`config.mk`:
```
export PLATFORM = sky130hd
export DESIGN_NAME = uart_tx_queue
export DESIGN_NICKNAME = d
export VERILOG_FILES = /design/src/rtl/uart_pkg.sv /design/src/rtl/uart_sync_fifo.sv /design/src/rtl/uart_tx_queue.sv
export SDC_FILE = /design/constraint.sdc
export NUM_CORES = 1
export LEC_CHECK = 0
export ABC_CLOCK_PERIOD_IN_PS = 3100
export CAP_MARGIN = 40
export CORE_MARGIN = 3
export CORE_UTILIZATION = 28
export CTS_CLUSTER_DIAMETER = 150
export DETAILED_ROUTE_END_ITERATION = 8
export DONT_BUFFER_PORTS = 1
export SKIP_CTS_REPAIR_TIMING = 1
export SLEW_MARGIN = 40
export SYNTH_ARGS = -nofsm -noshare
export SYNTH_HDL_FRONTEND = slang
export SYNTH_SLANG_ARGS = --single-unit
```
`constraint.sdc`:
```
create_clock -name i_Clk -period 3.1 [get_ports i_Clk]
set_clock_uncertainty 0.05 [all_clocks]
set_input_delay 0.31 -clock i_Clk [delete_from_list [all_inputs] [get_ports i_Clk]]
set_output_delay 0.31 -clock i_Clk [all_outputs]
set_load 0.01 [all_outputs]
```
`src/rtl/uart_pkg.sv`:
```
// uart_pkg: shared launch-FSM encodings and default sizing for the UART transmit path.
package uart_pkg;
  typedef enum logic [1:0] {
    IDLE = 2'd0,
    REQ  = 2'd1,
    BUSY = 2'd2
  } tx_state_e;
  localparam int CLKS_PER_BIT   = 868;
  localparam int DEF_DEPTH_LOG2 = 4;
endpackage

```
`src/rtl/uart_sync_fifo.sv`:
```
// uart_sync_fifo: synchronous byte FIFO whose pointers carry an extra wrap bit to tell full from empty.
module uart_sync_fifo import uart_pkg::*; #(
  parameter int DEPTH_LOG2 = DEF_DEPTH_LOG2
) (
  input  logic                clk,
  input  logic                rst,
  input  logic                push,
  input  logic                pop,
  input  logic [7:0]          wr_data,
  output logic [7:0]          rd_data,
  output logic [DEPTH_LOG2:0] level,
  output logic                empty,
  output logic                full
);
  logic [7:0]          mem_q [2**DEPTH_LOG2];
  logic [DEPTH_LOG2:0] wr_ptr_q, wr_ptr_d, rd_ptr_q, rd_ptr_d;
  logic                do_push, do_pop;
  always_comb begin
    level    = wr_ptr_q - rd_ptr_q;
    empty    = level == '0;
    full     = level[DEPTH_LOG2];
    do_push  = push && !full;
    do_pop   = pop && !empty;
    wr_ptr_d = do_push ? wr_ptr_q + (DEPTH_LOG2+1)'(1) : wr_ptr_q;
    rd_ptr_d = do_pop ? rd_ptr_q + (DEPTH_LOG2+1)'(1) : rd_ptr_q;
    rd_data  = mem_q[rd_ptr_q[DEPTH_LOG2-1:0]];
  end
  always_ff @(posedge clk) begin
    if (rst) begin
      wr_ptr_q <= '0;
      rd_ptr_q <= '0;
    end else begin
      wr_ptr_q <= wr_ptr_d;
      rd_ptr_q <= rd_ptr_d;
    end
  end
  always_ff @(posedge clk) begin
    if (do_push) mem_q[wr_ptr_q[DEPTH_LOG2-1:0]] <= wr_data;
  end
endmodule

```
`src/rtl/uart_tx_queue.sv`:
```
// uart_tx_queue: byte queue feeding a UART transmitter, pacing launches from its active/done status.
// Define UART_TXQ_OVF_EN to add the sticky overflow flag (o_OVF) and its clear input (i_OVF_CLR).
module uart_tx_queue import uart_pkg::*; #(
  parameter int DEPTH_LOG2 = DEF_DEPTH_LOG2
) (
  input  logic                i_Clk,
  input  logic                i_Rst,
  input  logic                i_WR_DV,
  input  logic [7:0]          i_WR_BYTE,
  output logic                o_WR_READY,
  output logic                o_TX_DV,
  output logic [7:0]          o_TX_BYTE,
  input  logic                i_TX_ACTIVE,
  input  logic                i_TX_DONE,
  output logic [DEPTH_LOG2:0] o_LEVEL,
  output logic                o_EMPTY,
  output logic                o_FULL
`ifdef UART_TXQ_OVF_EN
  ,
  input  logic                i_OVF_CLR,
  output logic                o_OVF
`endif
);
  tx_state_e  state_q, state_d;
  logic [7:0] byte_q, byte_d, head;
  logic       pop;
  uart_sync_fifo #(.DEPTH_LOG2(DEPTH_LOG2)) u_fifo (
    .clk    (i_Clk),
    .rst    (i_Rst),
    .push   (i_WR_DV),
    .pop    (pop),
    .wr_data(i_WR_BYTE),
    .rd_data(head),
    .level  (o_LEVEL),
    .empty  (o_EMPTY),
    .full   (o_FULL)
  );
  always_ff @(posedge i_Clk) begin
    if (i_Rst) begin
      state_q <= IDLE;
      byte_q  <= '0;
    end else begin
      state_q <= state_d;
      byte_q  <= byte_d;
    end
  end
  // Launch only once the transmitter is idle and past its done cleanup, so data-valid is never ignored.
  always_comb begin
    state_d = (state_q == IDLE) ? ((!o_EMPTY && !i_TX_ACTIVE && !i_TX_DONE) ? REQ : IDLE) :
              (state_q == REQ)  ? (i_TX_ACTIVE ? BUSY : REQ) :
                                  (i_TX_ACTIVE ? BUSY : IDLE);
  end
  always_comb begin
    o_TX_DV    = state_q == REQ;
    pop        = state_q == IDLE && state_d == REQ;
    byte_d     = pop ? head : byte_q;
    o_TX_BYTE  = byte_q;
    o_WR_READY = !o_FULL;
  end
`ifdef UART_TXQ_OVF_EN
  logic ovf_q, ovf_d;
  always_comb ovf_d = (i_WR_DV && o_FULL) ? 1'b1 : i_OVF_CLR ? 1'b0 : ovf_q;
  always_ff @(posedge i_Clk) begin
    if (i_Rst) ovf_q <= 1'b0;
    else ovf_q <= ovf_d;
  end
  assign o_OVF = ovf_q;
`endif
endmodule

```
==> results of run 1 <==
## report_power, final
| part | switching [uW] | total [uW] | leakage [uW] | internal, uW |
|---|---|---|---|---|
| Combinational | 662 | 1070 | 0.000765 | 404 |
| Clock | 751 | 2250 | 0.000311 | 1500 |
| Sequential | 95.4 | 2380 | 0.00132 | 2280 |
## per-stage QoR
stage	worst slack, ns	instance area [sq um]	instances	hold WS (ns)	utilization [%]
after global placement	0.473	6470	625	0.337	30.3
after global routing	0.0983	7230	667	0.0468	33.8
after CTS	0.170	7120	657	-0.116	33.3
after detailed placement	0.399	6470	625	0.339	30.3
after floorplan	0.312	6180	358	0.359	-
final	0.296	7230	667	0.0462	33.8
## cells in the final DEF, fill, tap and decap left out, types with 2 or more instances in the layout
| cell type | Yosys | final |
|---|---|---|
| bufinv_16 | 0 | 6 |
| a21oi_1 | 5 | 5 |
| clkbuf_1 | 7 | 3 |
| nand4_1 | 10 | 10 |
| dlygate4sd3_1 | 0 | 10 |
| and2_1 | 2 | 2 |
| nor2b_1 | 10 | 10 |
| and3_1 | 14 | 14 |
| buf_4 | 3 | 11 |
| o211ai_1 | 8 | 8 |
| edfxtp_1 | 128 | 128 |
| o211a_1 | 2 | 2 |
| o21a_1 | 2 | 2 |
| mux2i_1 | 4 | 4 |
| o22ai_1 | 14 | 14 |
| dfxtp_1 | 20 | 19 |
| inv_1 | 18 | 18 |
| o311ai_1 | 7 | 7 |
| nor2_1 | 21 | 21 |
| mux2_1 | 6 | 6 |
| ha_1 | 9 | 9 |
| clkinv_1 | 0 | 3 |
| nand2b_1 | 2 | 2 |
| clkinv_2 | 0 | 2 |
| clkbuf_16 | 0 | 17 |
| nand2_1 | 4 | 4 |
| xor2_1 | 3 | 3 |
| mux4_2 | 32 | 32 |
## cell type report
cell class	count	area, sq um
Fill cell	2027	14100
Clock buffer	20	437
Multi-Input combinational cell	172	1740
Tap cell	275	344
Sequential cell	148	4250
Inverter	19	71.3
Clock inverter	12	209
Timing Repair Buffer	21	183
## kinds of logic (layout without fill, tap and decap cells)
| kind of cell | after synthesis | after routing | synth area share (%) |
|---|---|---|---|
| AND/OR/NAND/NOR | 71 | 71 | 6.37 |
| buffers and inverters | 38 | 72 | 3.38 |
| flip-flops | 148 | 148 | 68.6 |
| multiplexers | 43 | 43 | 13.6 |
| AO/OA/AOI/OAI | 44 | 44 | 5.34 |
| XOR/XNOR | 4 | 4 | 0.567 |
| adder cells (fa/ha/maj) | 10 | 10 | 2.14 |
## cell usage after synthesis, drive strengths merged
library cell	instances	area [sq um]
a21o	1	7.51
nor3	2	15.0
fa	1	20.0
nor2b	10	62.6
o211a	2	20.0
inv	19	71.3
nand3	2	15.0
a21oi	7	50.1
nand2b	2	12.5
a21boi	1	11.3
o311ai	7	61.3
edfxtp	128	3840
clkbuf	7	26.3
o211ai	8	60.1
mux4	32	721
xnor2	1	8.76
o21a	2	15.0
mux2	7	78.8
nor4	1	12.5
and3	14	87.6
ha	9	113
o21ai	1	8.76
or2	1	6.26
buf	12	111
dfxtp	20	400
xor2	3	26.3
and2	2	12.5
nor2	21	78.8
nand2	5	21.3
o22ai	14	87.6
mux2i	4	40.0
a211o	1	8.76
nand4	10	62.6
nand3b	1	7.51
## routing by layer
| metal | vias up | track usage, % |
|---|---|---|
| met5 | - | 0 |
| met4 | 0 | 4.63 |
| met3 | 19 | 4.39 |
| met2 | 109 | 19.9 |
| met1 | 1706 | 15.2 |
| li1 | 1474 | - |
## worst register-to-register path: stages (launching register included)
cell and delay [ns]:
dfxtp_1 0.35, inv_1 0.12, ha_1 0.17, inv_1 0.05, fa_1 0.40, nand3_1 0.12
nand3_2 0.15, a21oi_4 0.44, and3_1 0.52
## flip-flops by register name, indices dropped and copies added (netlist names)
name,cells
u_fifo.rd_ptr_q,5
state_q,2
u_fifo.mem_q,128
u_fifo.wr_ptr_q,5
o_TX_BYTE,8
## worst min-delay path by stage
| stage | from | slack (ns) | cells after the start | end |
|---|---|---|---|---|
| finish | i_Rst | 0.05 | 2 | u_fifo.wr_ptr_q[3]$_SDFFE_PP0P_ |
| global route | i_TX_ACTIVE | 0.05 | 2 | state_q[0]$_SDFF_PP0_ |
| CTS | i_Rst | -0.12 | 1 | u_fifo.wr_ptr_q[2]$_SDFFE_PP0P_ |
| detailed placement | i_Rst | 0.34 | 1 | u_fifo.wr_ptr_q[2]$_SDFFE_PP0P_ |
| global placement | i_Rst | 0.34 | 1 | u_fifo.wr_ptr_q[2]$_SDFFE_PP0P_ |
| floorplan | i_WR_BYTE[0] | 0.36 | 0 | u_fifo.mem_q[0][0]$_DFFE_PP_ |
==> summary.md, run 1 <==
| Metric | Value |
|---|---|
| Syn_nets | `381` |
| HP Class | `in -> reg` |
| Setup TNS | `0 ns` |
| Final Slew Violations | `0` |
| CTS tree | `done` |
| Slew @ Worst Pin | `0.779 ns` |
| Vias | `3308` |
| CTS Buffer Depth | `2` |
| DR top layer | `met4` |
| CP max stage delay | `0.40 ns` |
| HPWL after DPL | `9.10 mm` |
| Slowest CP cell | `fa_1` |
| Sink count of the clock tree | `148` |
| Clock root cell | `clkbuf_16` |
| Reg clk slew, reported paths | `0.06 ns` |
| Number of port buffers | `0` |
| GRT Resource Usage Total | `12.3%` |
| Die Width | `155 microns` |
| Routed WL | `14.0 mm` |
| Period utilisation layout | `90.5%` |
| Total power | `5690 uW` |
| WS Path Type | `reg -> out` |
| Final Hold Fails | `0` |
| Reg2Reg Depth | `8` |
| Crit end category | `output pin` |
| Avg Cell Area, Syn | `17.3 sq um` |
| Worst vdd ir | `415 uV` |
| Wire length on met2 | `6.89 mm` |
| Diode count | `0` |
| Ports | `30` |
| Vias per cell | `4.96` |
| Worst-skew pair later-pin latency | `0.42 ns` |
| Met3 WL post-DR | `871 microns` |
| CP max FO | `13` |
| Max transition margin | `47.9%` |
| Worst Setup Start Kind | `flop` |
| R2R Path End | `u_fifo.mem_q[12][5]$_DFFE_PP_` |
| First-pass GRT wire length | `21.7 mm` |
| CTS H-tree lvls | `4` |
| Leakage | `0.00239 uW` |
| Cell variety after synth | `45` |
| Pwr/cell area | `788 nW/um^2` |
| FMAX | `357 MHz` |
| Congestion Overflow GR | `0` |
| # rows | `53` |
| Flop2flop setup slack | `0.38 ns` |
| Crit path cell chain | `inv_1, ha_1, inv_1, fa_1, nand3_1, a21o_1, nand2_4, inv_2, nor2_1` |
| End point of the critical path | `o_EMPTY` |
| CP top delay family | `adder cells` |
| YS warnings | `0` |
| Maxcap violations | `0` |
| Worst setup path startpoint | `u_fifo.wr_ptr_q[0]$_SDFFE_PP0P_` |
| Die Footprint | `23900 sq um` |
| Final ANT Viol Nets | `0` |
| Die height | `155 microns` |
| Initial antenna violation count | `0` |
| R2R Path Start | `u_fifo.wr_ptr_q[0]$_SDFFE_PP0P_` |
| Vias in the first global route | `3525` |
| CP Depth | `9` |
| Drt first-iter violations | `234` |
| P&R area growth vs syn | `16.8%` |
| Cell Area, Synth | `6180 sq um` |
| First drt pass iteration count | `5` |
| Buf/Inv on CP | `3` |
| Worst Path Arrival | `2.44 ns` |
| M1 WL | `5.98 mm` |
| Starting Density | `29.0%` |
| Placer's final routability congestion estimate | `0.761` |
| Layout cells sized above 1 | `20.7%` |
| Core Region | `21400 sq um` |
| Status | `finished, final reports clean` |
| Largest net degree at the start of global routing | `36` |
| Final setup viols | `0` |
| Post-synthesis sequential area ratio | `68.6%` |
| Crit-path most repeated cell | `inv_1` |
| Worst Path Required | `2.74 ns` |
| DRC | `0` |
| Cts bufs inserted | `17` |
| RSZ-0062 raised after global routing | `no` |
| Post-Syn Instances | `358` |
| Post-layout nets | `402` |
| Flops & latches, synth | `148` |
| Routed wire per std cell | `21.0 microns` |
| Min Tclk post-route | `2.80 ns` |
Note: power is estimated with default switching activity, not from simulation.
==> run 2: changes to the inputs <==
--- a/config.mk
+++ b/config.mk
@@ -7,6 +7,7 @@
 export LEC_CHECK = 0
 export ABC_CLOCK_PERIOD_IN_PS = 3100
 export CAP_MARGIN = 40
+export CORE_ASPECT_RATIO = 1.25
 export CORE_MARGIN = 3
 export CORE_UTILIZATION = 28
 export CTS_CLUSTER_DIAMETER = 150
==> constraint.sdc (replaced) <==
create_clock -name i_Clk -period 3.1 [get_ports i_Clk]
set_clock_uncertainty 0.05 [all_clocks]
set_input_delay 0.31 -clock i_Clk [delete_from_list [all_inputs] [get_ports i_Clk]]
set_output_delay 0.31 -clock i_Clk [all_outputs]
set_load 0.02 [all_outputs]
==> summary.md, run 2 (synthesis results as in run 1) <==
| Metric | Value |
|---|---|
| GRT Resource Usage Total | `11.6% (-0.65 points)` |
| Pwr/cell area | `784 nW/um^2 (-0.45%)` |
| Placed cells | `631 (+0.96%)` |
| Status | `finished, final reports clean` |
| Most common library cell in the layout ignoring fill and taps | `edfxtp_1` |
| Max FFs per register | `128 (unchanged)` |
| Vias per cell | `4.88 (-1.6%)` |
| Core Region | `21600 sq um (+1.3%)` |
| Worst-skew pair later-pin latency | `0.42 ns (about the same)` |
| DRC | `0 (unchanged)` |
| Worst hold start | `i_Rst` |
| Worst setup path startpoint | `u_fifo.wr_ptr_q[0]$_SDFFE_PP0P_` |
| Crit path cell chain | `inv_1, ha_1, inv_1, fa_1, nand3_1, a21o_1, nand2_2, inv_2, nor2_1, buf_4` |
| Drt first-iter violations | `312 (+33%)` |
| Starting Density | `28.6% (-0.36 points)` |
| Layout cells sized above 1 | `22.3% (+1.7 points)` |
| Worst Path Required | `2.74 ns (about the same)` |
| Vias in the first global route | `3414 (-3.1%)` |
| Ports | `30 (unchanged)` |
| Congestion Overflow GR | `0 (unchanged)` |
| # rows | `60 (+13%)` |
| Max transition margin | `52.2% (+4.3 points)` |
| Final Non-Filler Cells | `673 (+0.90%)` |
| Final ANT Viol Nets | `0 (unchanged)` |
| Sink count of the clock tree | `148 (unchanged)` |
| Placer's final routability congestion estimate | `0.744 (-2.2%)` |
| Buf/Inv on CP | `4 (+1)` |
| Clock root cell | `clkbuf_16` |
| CP max FO | `13 (unchanged)` |
| Worst Path Arrival | `2.53 ns (+0.09 ns)` |
| Min Tclk post-route | `2.89 ns (+0.0861 ns)` |
| Final setup viols | `0 (unchanged)` |
| HP Class | `in -> reg` |
| CTS Buffer Depth | `2 (unchanged)` |
| Period utilisation layout | `93.2% (+2.8 points)` |
| Die Footprint | `23900 sq um (about the same)` |
| Worst Setup Start Kind | `flop` |
| WS Path Type | `reg -> out` |
| RSZ-0062 raised after global routing | `no` |
| Reg clk slew, reported paths | `0.06 ns (about the same)` |
| Number of port buffers | `0 (unchanged)` |
| Filler Cells Inserted | `2086 (+2.9%)` |
| First drt pass iteration count | `4 (-1)` |
| Diode count | `0 (unchanged)` |
| Total power | `5660 uW (-0.63%)` |
| Leakage | `0.00239 uW (-0.18%)` |
| Routed WL | `13.5 mm (-3.4%)` |
| Commonest cells after routing, fill and taps aside | `128 x edfxtp_1, 32 x mux4_2, 21 x nor2_1, 19 x dfxtp_1, 18 x inv_1` |
| Vias | `3284 (-0.73%)` |
| Initial antenna violation count | `1 (+1)` |
| R2R Path Start | `u_fifo.wr_ptr_q[0]$_SDFFE_PP0P_` |
| Routed wire per std cell | `20.1 microns (-4.2%)` |
| Die Width | `139 microns (-10%)` |
| Crit end category | `output pin` |
| Slew @ Worst Pin | `0.715 ns (-0.0643 ns)` |
| CP top delay family | `adder cells` |
| First-pass GRT wire length | `20.7 mm (-4.8%)` |
| Crit-path most repeated cell | `inv_1` |
| CP max stage delay | `0.40 ns (about the same)` |
| P&R area growth vs syn | `16.6%` |
| Worst vdd ir | `396 uV (-4.5%)` |
| Die height | `172 microns (+11%)` |
| CTS tree | `done` |
| CTS H-tree lvls | `4 (unchanged)` |
| FMAX | `346 MHz (-3.0%)` |
| Post-layout nets | `404 (+0.50%)` |
| Final Hold Fails | `0 (unchanged)` |
| Slowest CP cell | `fa_1` |
| Final Slew Violations | `0 (unchanged)` |
| HPWL after DPL | `9.12 mm (+0.30%)` |
| Setup TNS | `0 ns (unchanged)` |
| Cts bufs inserted | `17 (unchanged)` |
| Maxcap violations | `0 (unchanged)` |
| Largest net degree at the start of global routing | `36 (unchanged)` |
==> run 2: cell types whose count changed in the layout (fill, tap and decap cells not counted), sizes merged <==
cell and change:
buf +2, inv +8, clkinvlp +1, bufinv -3, clkbuf -3, clkinv -3
==> run 2: final cells by class <==
type	count	area [sq um]	share of cell area, %
repair buffers	23	198	2.74
flip-flops and latches	148	4250	58.9
clock buffers	17	425	5.90
multi-input cells	172	1730	24.0
well taps	279	349	4.84
clock inverters	15	193	2.67
inverters	19	71.3	0.989
==> run 2: final timing paths <==
check	to	slack, ns	cells past startpoint
worst max-delay path	o_EMPTY	0.21	10
worst min-delay path	u_fifo.wr_ptr_q[3]$_SDFFE_PP0P_	0.05	2
worst max register to register	u_fifo.wr_ptr_q[4]$_SDFFE_PP0P_	0.42	10
worst min register to register	state_q[1]$_SDFF_PP0_	0.48	1
==> run 2: worst reg2reg max path: cells and delay by family, from the launching register on <==
kind,cells,cell delay (ns)
muxes,1,0.34
and+or+nand+nor,3,0.48
adders and majority gates,2,0.57
buffers and inverters,3,0.38
AOI/OAI and AO/OA,1,0.40
DFF,1,0.36
==> run 2: through the flow <==
stage                     instance area [sq um]  util, %  hold WS (ns)  setup WS, ns
after detailed placement                   6490     30.0         0.337         0.415
after global placement                     6490     30.0         0.337         0.453
final                                      7210     33.4        0.0504         0.210
after CTS                                  7110     32.9        -0.108         0.182
after floorplan                            6180        -         0.359         0.312
after global routing                       7210     33.4        0.0492        0.0510
==> run 2: metal layers <==
| metal | track usage (%) | vias to the layer above | part of all wire [%] |
|---|---|---|---|
| met5 | 0 | - | 0.096 |
| met3 | 2.71 | 24 | 3.9 |
| met1 | 13.6 | 1712 | 41 |
| met2 | 20.4 | 71 | 53 |
| li1 | - | 1475 | - |
| met4 | 5.57 | 2 | 2.3 |
==> run 2: report_power, final <==
| group | switching, uW | total [uW] | leakage, uW | internal (uW) |
|---|---|---|---|---|
| registers | 129 | 2410 | 0.00132 | 2280 |
| clock network | 849 | 2140 | 0.000297 | 1290 |
| logic | 679 | 1110 | 0.000774 | 428 |
==> run 3: changes to the inputs <==
--- a/config.mk
+++ b/config.mk
@@ -11,6 +11,7 @@
 export CORE_MARGIN = 3
 export CORE_UTILIZATION = 28
 export CTS_CLUSTER_DIAMETER = 150
+export CTS_CLUSTER_SIZE = 16
 export DETAILED_ROUTE_END_ITERATION = 8
 export DONT_BUFFER_PORTS = 1
 export SKIP_CTS_REPAIR_TIMING = 1
==> results of run 3 <==
Final layout, timing and power as in run 2 (identical DEF).
